<file path="src/rtl/mem_bus_arbiter.sv">
`default_nettype none
// ============================================================================
//  Module   : mem_bus_arbiter
//  Purpose  : Shares one SRAM-like memory port between instruction fetch and
//             MEM-stage data access. Each access runs an address phase, then
//             a data phase. Misaligned data requests are rejected without a
//             bus access.
//  Revision : 1.0  initial release
// ============================================================================
module mem_bus_arbiter #(
  parameter int ADDR_W = 32,
  parameter int DATA_W = 32
) (
  input  logic              clk,
  input  logic              resetn,
  // instruction fetch side
  input  logic              inst_req,
  input  logic [ADDR_W-1:0] inst_addr,
  output logic [DATA_W-1:0] inst_rdata,
  output logic              inst_done,
  // data access side
  input  logic              data_req,
  input  logic              data_wr,
  input  logic [3:0]        data_sel,
  input  logic [ADDR_W-1:0] data_addr,
  input  logic [DATA_W-1:0] data_wdata,
  output logic [DATA_W-1:0] data_rdata,
  output logic              data_done,
  output logic              data_err,
  // external memory port
  output logic              bus_req,
  output logic              bus_wr,
  output logic [3:0]        bus_wstrb,
  output logic [ADDR_W-1:0] bus_addr,
  output logic [DATA_W-1:0] bus_wdata,
  input  logic              bus_addr_ok,
  input  logic              bus_data_ok,
  input  logic [DATA_W-1:0] bus_rdata
);

  typedef enum logic [1:0] {
    S_IDLE = 2'd0,
    S_ADDR = 2'd1,
    S_RESP = 2'd2,
    S_ERR  = 2'd3
  } state_t;

  state_t              r_state;
  state_t              w_next;
  logic                w_grant;
  logic                w_pick_data;
  logic                w_legal;
  logic [3:0]          w_wstrb;
  logic                w_unused;

  logic                r_last_data;   // 1 = most recent grant went to data
  logic                r_gnt_data;    // grantee of the transaction in flight
  logic [ADDR_W-1:0]   r_addr;
  logic                r_wr;
  logic [3:0]          r_wstrb;
  logic [DATA_W-1:0]   r_wdata;
  logic [DATA_W-1:0]   r_inst_rdata;
  logic [DATA_W-1:0]   r_data_rdata;
  logic                r_inst_done;
  logic                r_data_done;
  logic                r_data_err;

  // Fetch addresses are word aligned, so their low bits carry no information.
  assign w_unused = ^inst_addr[1:0];

  // Size/alignment legality and lane strobes of the pending data request.
  always_comb begin
    w_legal = 1'b0;
    case (data_sel)
      4'b0001: w_legal = 1'b1;
      4'b0011: w_legal = ~data_addr[0];
      4'b1111: w_legal = (data_addr[1:0] == 2'b00);
      default: w_legal = 1'b0;
    endcase
    w_wstrb = data_wr ? (data_sel << data_addr[1:0]) : 4'b0000;
  end

  // Next-state logic and arbitration. Grants are held off while a done pulse
  // is showing so a requester's stale req is never granted twice.
  always_comb begin
    w_next      = r_state;
    w_grant     = 1'b0;
    w_pick_data = data_req & ~(r_last_data & inst_req);
    case (r_state)
      S_IDLE: begin
        if ((inst_req | data_req) & ~r_inst_done & ~r_data_done) begin
          w_grant = 1'b1;
          w_next  = (w_pick_data & ~w_legal) ? S_ERR : S_ADDR;
        end
      end
      S_ADDR:  if (bus_addr_ok) w_next = S_RESP;
      S_RESP:  if (bus_data_ok) w_next = S_IDLE;
      S_ERR:   w_next = S_IDLE;
      default: w_next = S_IDLE;
    endcase
  end

  // State register.
  always_ff @(posedge clk or negedge resetn) begin
    if (!resetn) r_state <= S_IDLE;
    else         r_state <= w_next;
  end

  // Latch the grantee and its access fields so the bus sees them stable.
  always_ff @(posedge clk or negedge resetn) begin
    if (!resetn) begin
      r_last_data <= 1'b0;
      r_gnt_data  <= 1'b0;
      r_addr      <= '0;
      r_wr        <= 1'b0;
      r_wstrb     <= 4'b0000;
      r_wdata     <= '0;
    end else if (w_grant) begin
      r_last_data <= w_pick_data;
      r_gnt_data  <= w_pick_data;
      if (w_next == S_ADDR) begin
        if (w_pick_data) begin
          r_addr  <= {data_addr[ADDR_W-1:2], 2'b00};
          r_wr    <= data_wr;
          r_wstrb <= w_wstrb;
          r_wdata <= data_wdata;
        end else begin
          r_addr  <= {inst_addr[ADDR_W-1:2], 2'b00};
          r_wr    <= 1'b0;
          r_wstrb <= 4'b0000;
          r_wdata <= '0;
        end
      end
    end
  end

  // Completion: capture read data and pulse the grantee's done for one cycle.
  always_ff @(posedge clk or negedge resetn) begin
    if (!resetn) begin
      r_inst_done  <= 1'b0;
      r_data_done  <= 1'b0;
      r_data_err   <= 1'b0;
      r_inst_rdata <= '0;
      r_data_rdata <= '0;
    end else begin
      r_inst_done <= 1'b0;
      r_data_done <= 1'b0;
      r_data_err  <= 1'b0;
      if ((r_state == S_RESP) && bus_data_ok) begin
        if (r_gnt_data) begin
          r_data_done  <= 1'b1;
          r_data_rdata <= bus_rdata;
        end else begin
          r_inst_done  <= 1'b1;
          r_inst_rdata <= bus_rdata;
        end
      end
      if (w_grant && (w_next == S_ERR)) begin
        r_data_done <= 1'b1;
        r_data_err  <= 1'b1;
      end
    end
  end

  assign bus_req    = (r_state == S_ADDR);
  assign bus_wr     = r_wr;
  assign bus_wstrb  = r_wstrb;
  assign bus_addr   = r_addr;
  assign bus_wdata  = r_wdata;
  assign inst_rdata = r_inst_rdata;
  assign inst_done  = r_inst_done;
  assign data_rdata = r_data_rdata;
  assign data_done  = r_data_done;
  assign data_err   = r_data_err;

endmodule
`default_nettype wire
</file>
<file path="config.mk">
export PLATFORM = sky130hd
export DESIGN_NAME = mem_bus_arbiter
export DESIGN_NICKNAME = d
export VERILOG_FILES = /design/src/rtl/mem_bus_arbiter.sv
export SDC_FILE = /design/constraint.sdc
export NUM_CORES = 1
export LEC_CHECK = 0
export CORE_ASPECT_RATIO = 1.1
export CORE_UTILIZATION = 25
export CTS_CLUSTER_DIAMETER = 50
export DETAILED_ROUTE_END_ITERATION = 7
export SETUP_SLACK_MARGIN = 0.2
export SYNTH_ARGS = -nofsm -noshare
export SYNTH_HDL_FRONTEND = slang
export SYNTH_SLANG_ARGS = --single-unit
</file>
<file path="constraint.sdc">
create_clock -name clk -period 2.4 [get_ports clk]
set_input_delay 0.48 -clock clk [delete_from_list [all_inputs] [get_ports clk]]
set_output_delay 0.48 -clock clk [all_outputs]
set_load 0.1 [all_outputs]
</file>
# Word level (Yosys, flattened, before mapping)

Cells that the tools add are included.

Register bits after elaboration: 139
Input port bits: 139
Output and inout bits: 137
Logic and storage cells: 58

Equal/unequal tests: 8
Shift operators: 1
Mux-type cells: 19
Bitwise operators: 12
Reduce and logical (&&, ||, !) cells: 7

Operators by type and width:

| cell                 | count |
|---|---|
| $mux W32             | 2 |
| $mux W1              | 9 |
| $mux W2              | 4 |
| $mux W4              | 2 |
| $pmux W2 S4          | 1 |
| $eq A2 B2 Y1 const B | 3 |
| $not A1 Y1           | 6 |
| $reduce_and A2 Y1    | 3 |
| $and A1 B1 Y1        | 5 |
| $eq A2 B1 Y1 const B | 2 |
| $eq A4 B1 Y1 const B | 1 |
| $eq A4 B2 Y1 const B | 1 |
| $eq A4 B4 Y1 const B | 1 |
| $logic_not A2 Y1     | 2 |
| $shl A4 B2 Y4        | 1 |
| $pmux W1 S3          | 1 |
| $logic_and A1 B1 Y1  | 2 |
| $or A1 B1 Y1         | 1 |

# Depth between registers and ports, before layout

Depth after elaboration: 10
Depth in mapped cells: 7
Mapped depth without buffers: 4

# Worst setup path before layout

No wires, ideal clock.

Path kind: register to register
Start: register r_data_done, in the netlist data_done
End: register r_wdata[10], in the netlist bus_wdata[10]
Library setup time: 122 ps
Data arrival time: 1997 ps
Required time: 2278 ps
Slack: 281 ps
Cell stages (with the launch flop): 6
Buffers on the path: 2
Period minus slack after synthesis: 2119 ps
Path through: dfrtp_1 > nor4_4 > a21bo_2 > buf_6 > buf_6 > a22o_1

Cells in the longest elaborated chain, start to end: 6
Elaborated cells between the ends (all ways): 8
Classes of those cells: eq/ne: 1; mux: 4; bitwise: 2; reduce/logical: 1

Ends and longest elaborated chain:

| element                              | line | source |
|---|---|---|
| from (decl)                          | 65   | `logic r_data_done;` |
| from (signal assigned)               | 141  | `r_data_done <= 1'b0;` |
| from (signal assigned)               | 147  | `r_data_done <= 1'b0;` |
| from (signal assigned)               | 151  | `r_data_done <= 1'b1;` |
| $not A1 Y1 *                         | 91   | `if ((inst_req \| data_req) & ~r_inst_done & ~r_data_done) begin` |
| $and A1 B1 Y1 *                      | 91   |  |
| $mux W2                              | 91   |  |
| $pmux W2 S4                          | 89   | `case (r_state)` |
| $eq A2 B1 Y1                         | 121  | `if (w_next == S_ADDR) begin` |
| $reduce_and A2 Y1 (no source line) * | n/a  |  |
| to (signal assigned)                 | 126  | `r_wdata <= data_wdata;` |
| to (decl)                            | 61   | `logic [DATA_W-1:0] r_wdata;` |

Every way passes the cells marked *; elsewhere a longest branch is shown, timed or not.
A chain may end at the register's enable or synchronous reset.

# Worst setup path in the final report

Start: input port data_addr[0]
End: register r_wdata[21], in the netlist bus_wdata[21]

Cells in the longest elaborated chain, start to end: 9
Elaborated cells between the ends (all ways): 10
Classes of those cells: eq/ne: 1; mux: 4; bitwise: 3; reduce/logical: 2

Ends and longest elaborated chain:

| element                                               | line   | source |
|---|---|---|
| from (decl)                                           | 25     | `input logic [ADDR_W-1:0] data_addr,` |
| $logic_not A2 Y1 / $not A1 Y1 (equally long branches) | 77, 76 |  |
| $pmux W1 S3 *                                         | 74     | `case (data_sel)` |
| $not A1 Y1 *                                          | 93     | `w_next = (w_pick_data & ~w_legal) ? S_ERR : S_ADDR;` |
| $and A1 B1 Y1 *                                       | 93     |  |
| $mux W2 *                                             | 93     |  |
| $mux W2 *                                             | 91     |  |
| $pmux W2 S4 *                                         | 89     |  |
| $eq A2 B1 Y1 *                                        | 121    |  |
| $reduce_and A2 Y1 (no source line) *                  | n/a    |  |

Marked as above.

==> impl_metrics.toml <==
[clocking]
ctsHoldBuffers = 0
cts_buffer_depth = 2
ctsResizeCount = 0
tritoncts_clock_tree = "yes"
clock_sink_count = 137
clkLatencyLatePin_ps = 410
cts.clk_slew.worst_paths_ps = 60
cts.htree.levels = 4
cts.root.buffer_cell = "clkbuf_16"
tritoncts.num_buffers = 17
cts_post_setup_buffers_inserted = 0

[place]
gp_congestion = 0.709
placed_cells = 923
portBuffers = 271
dp.final_hpwl_um = 11500

[critical_path]
timing.reg2reg.setup_slack_ps = 470
endpoint_class_of_the_critical_path = "register"
worstPathArrival_ps = 2360
worstRegToRegCells = 5
critical_path.max_fanout = 18
required_ps = 2690
reg2reg_from = "r_state[0]$_DFF_PN0_"
cp_launch_type = "input port"
end_of_the_worst_register_to_register_path = "bus_wdata[21]$_DFFE_PN0P_"
type_of_the_worst_setup_path = "input port to register"

[floorplan]
ios = 276
placementRows = 56
dieHeight_um = 159
design.core.area_sq_um = 21600
die_area_sq_um = 22900
initial_core_util_pct = 25.8
chipWidth_um = 144

[final_layout]
final.fill_count = 2040
multi_input_comb_area_sq_um = 2000
layout_commonest_cell = "buf_4"
commonest_non_fill_non_tap_cells_in_the_layout = "150 x buf_4, 137 x dfrtp_1, 135 x clkdlybuf4s50_1"
num-nets-final = 791
finish.cell_count_without_fillers = 955
seqCellArea_sq_um = 3430
post_route_cells_drive_above_1_share_pct = 48.2
flow.area_growth_from_synthesis_pct = 62.7

[global_routing]
grtUsageTotal_pct = 13.6
grt_pass1_wl_um = 23500
grt-ovfl-total = 0
first_global_vias = 4542
maximum_number_of_pins_on_one_net_before_global_route_repair = 49
grt_antenna_before_repair = 1

[routing]
wirelength_um = 15400
drc = 0
route.vias.total = 4162
firstDrtPassIters = 4
avgRoutedWirePerCell_um = 16.1
drtAntennaViolNets = 0
viasPerCell = 4.36
initialDrtViolationCount = 91

[sta]
rsz0062_at_grt = "false"
clock-skew-final_ps = 11.0
finalSetupViolCount = 0
hold_viol_final = 0
layout_min_cycle_time_ps = 2060
slew_viol_final = 0
fin_crit_sh_pct = 86.0
fmaxAchievable_ghz = 0.485

[run]
timing.max_cap.violations = 0

[status]
outcome = "finished clean"

[synthesis]
distinct_cell_type_count_of_the_synthesized_netlist = 29
post_synth_inst_count = 359
syn_area_per_cell_sq_um = 15.5
syn_area_sq_um = 5580
yosysWarningCount = 0
synth-seq-area-share_pct = 61.5
postSynthRegisterBits = 137

[min_path]
hold_path.class = "input port to asynchronous set/reset pin"
worst max-delay path by stage:
stage	start	endpoint	slack [ps]	cells past startpoint
2_1_floorplan	data_done$_DFF_PN0_	bus_wdata[10]$_DFFE_PN0P_	280	5
3_3_place_gp	data_req	bus_wdata[21]$_DFFE_PN0P_	-60	8
3_5_place_dp	data_addr[0]	bus_wdata[21]$_DFFE_PN0P_	-90	8
4_1_cts	data_req	bus_wdata[21]$_DFFE_PN0P_	340	8
5_1_grt	data_req	bus_wdata[10]$_DFFE_PN0P_	240	8
6_report	data_addr[0]	bus_wdata[21]$_DFFE_PN0P_	340	8
synthesized netlist by cell type (all sizes together):
cell | number | area (sq um)
nand3 | 1 | 5.00
a31oi | 1 | 6.26
a211oi | 1 | 12.5
and4b | 1 | 10.0
a21boi | 1 | 7.51
nor4 | 1 | 21.3
conb | 1 | 3.75
a32o | 4 | 40.0
nor2 | 2 | 10.0
nor3 | 1 | 10.0
inv | 3 | 11.3
and3b | 2 | 17.5
o21ai | 5 | 25.0
a22oi | 1 | 7.51
nand2b | 1 | 6.26
mux2 | 125 | 1410
nor2b | 2 | 12.5
buf | 22 | 161
a32oi | 1 | 8.76
mux2i | 2 | 20.0
nor3b | 1 | 7.51
a21bo | 1 | 10.0
nand2 | 7 | 26.3
dfrtp | 137 | 3430
a22o | 33 | 289
a21oi | 2 | 10.0
state kept, by name (all words and copies together) (netlist names):
register	cells
data_rdata	32
bus_addr	30
r_gnt_data	1
data_err	1
bus_wr	1
inst_rdata	32
r_state	2
inst_done	1
data_done	1
bus_wdata	32
bus_wstrb	4
final cells by class:
type	instances	area share (%)
repair buffers	295	29.4
flip-flops and latches	137	37.8
well taps	290	4.00
multi-input cells	198	22.0
inverters	3	0.124
clock buffers	21	5.08
diodes	1	0.0276
clock inverters	10	1.57
cells by family (layout without fill, tap and decap cells):
kind of cell	count (synthesis)	after routing	share of synthesized area, %
AO/OA/AOI/OAI	50	50	7.47
flip-flops	137	137	61.5
multiplexers	127	127	25.6
AND/OR/NAND/NOR	19	19	2.27
buffers and inverters	25	329	3.10
other	1	3	0.0673
per-stage QoR:
step	hold slack, ps	TNS [ps]	worst slack [ps]	instance area [sq um]	utilization [%]
after floorplan	184	0	281	5580	-
after detailed placement	468	-2470	-87.5	8470	39.2
after CTS	21.4	0	343	9070	42.0
after global placement	457	-1880	-56.5	8470	39.2
after global routing	37.9	0	236	9070	42.0
final	15.0	0	337	9070	42.0
critical path: stages:
cell,delay [ps]
clkdlybuf4s50_1,460
a211oi_2,270
a32oi_1,140
buf_4,150
a21bo_2,230
buf_12,160
buf_4,200
a22o_1,260
metal layers:
metal	vias up	GRT usage (%)	part of all wire, %
li1	1899	-	-
met1	2085	14.7	38
met2	155	24.2	53
met3	23	4.06	6.6
met4	0	6.22	2.6
met5	-	0	0
Power is not shown: default switching activity piles up to over one toggle a cycle in this logic, so the estimate is an artifact.
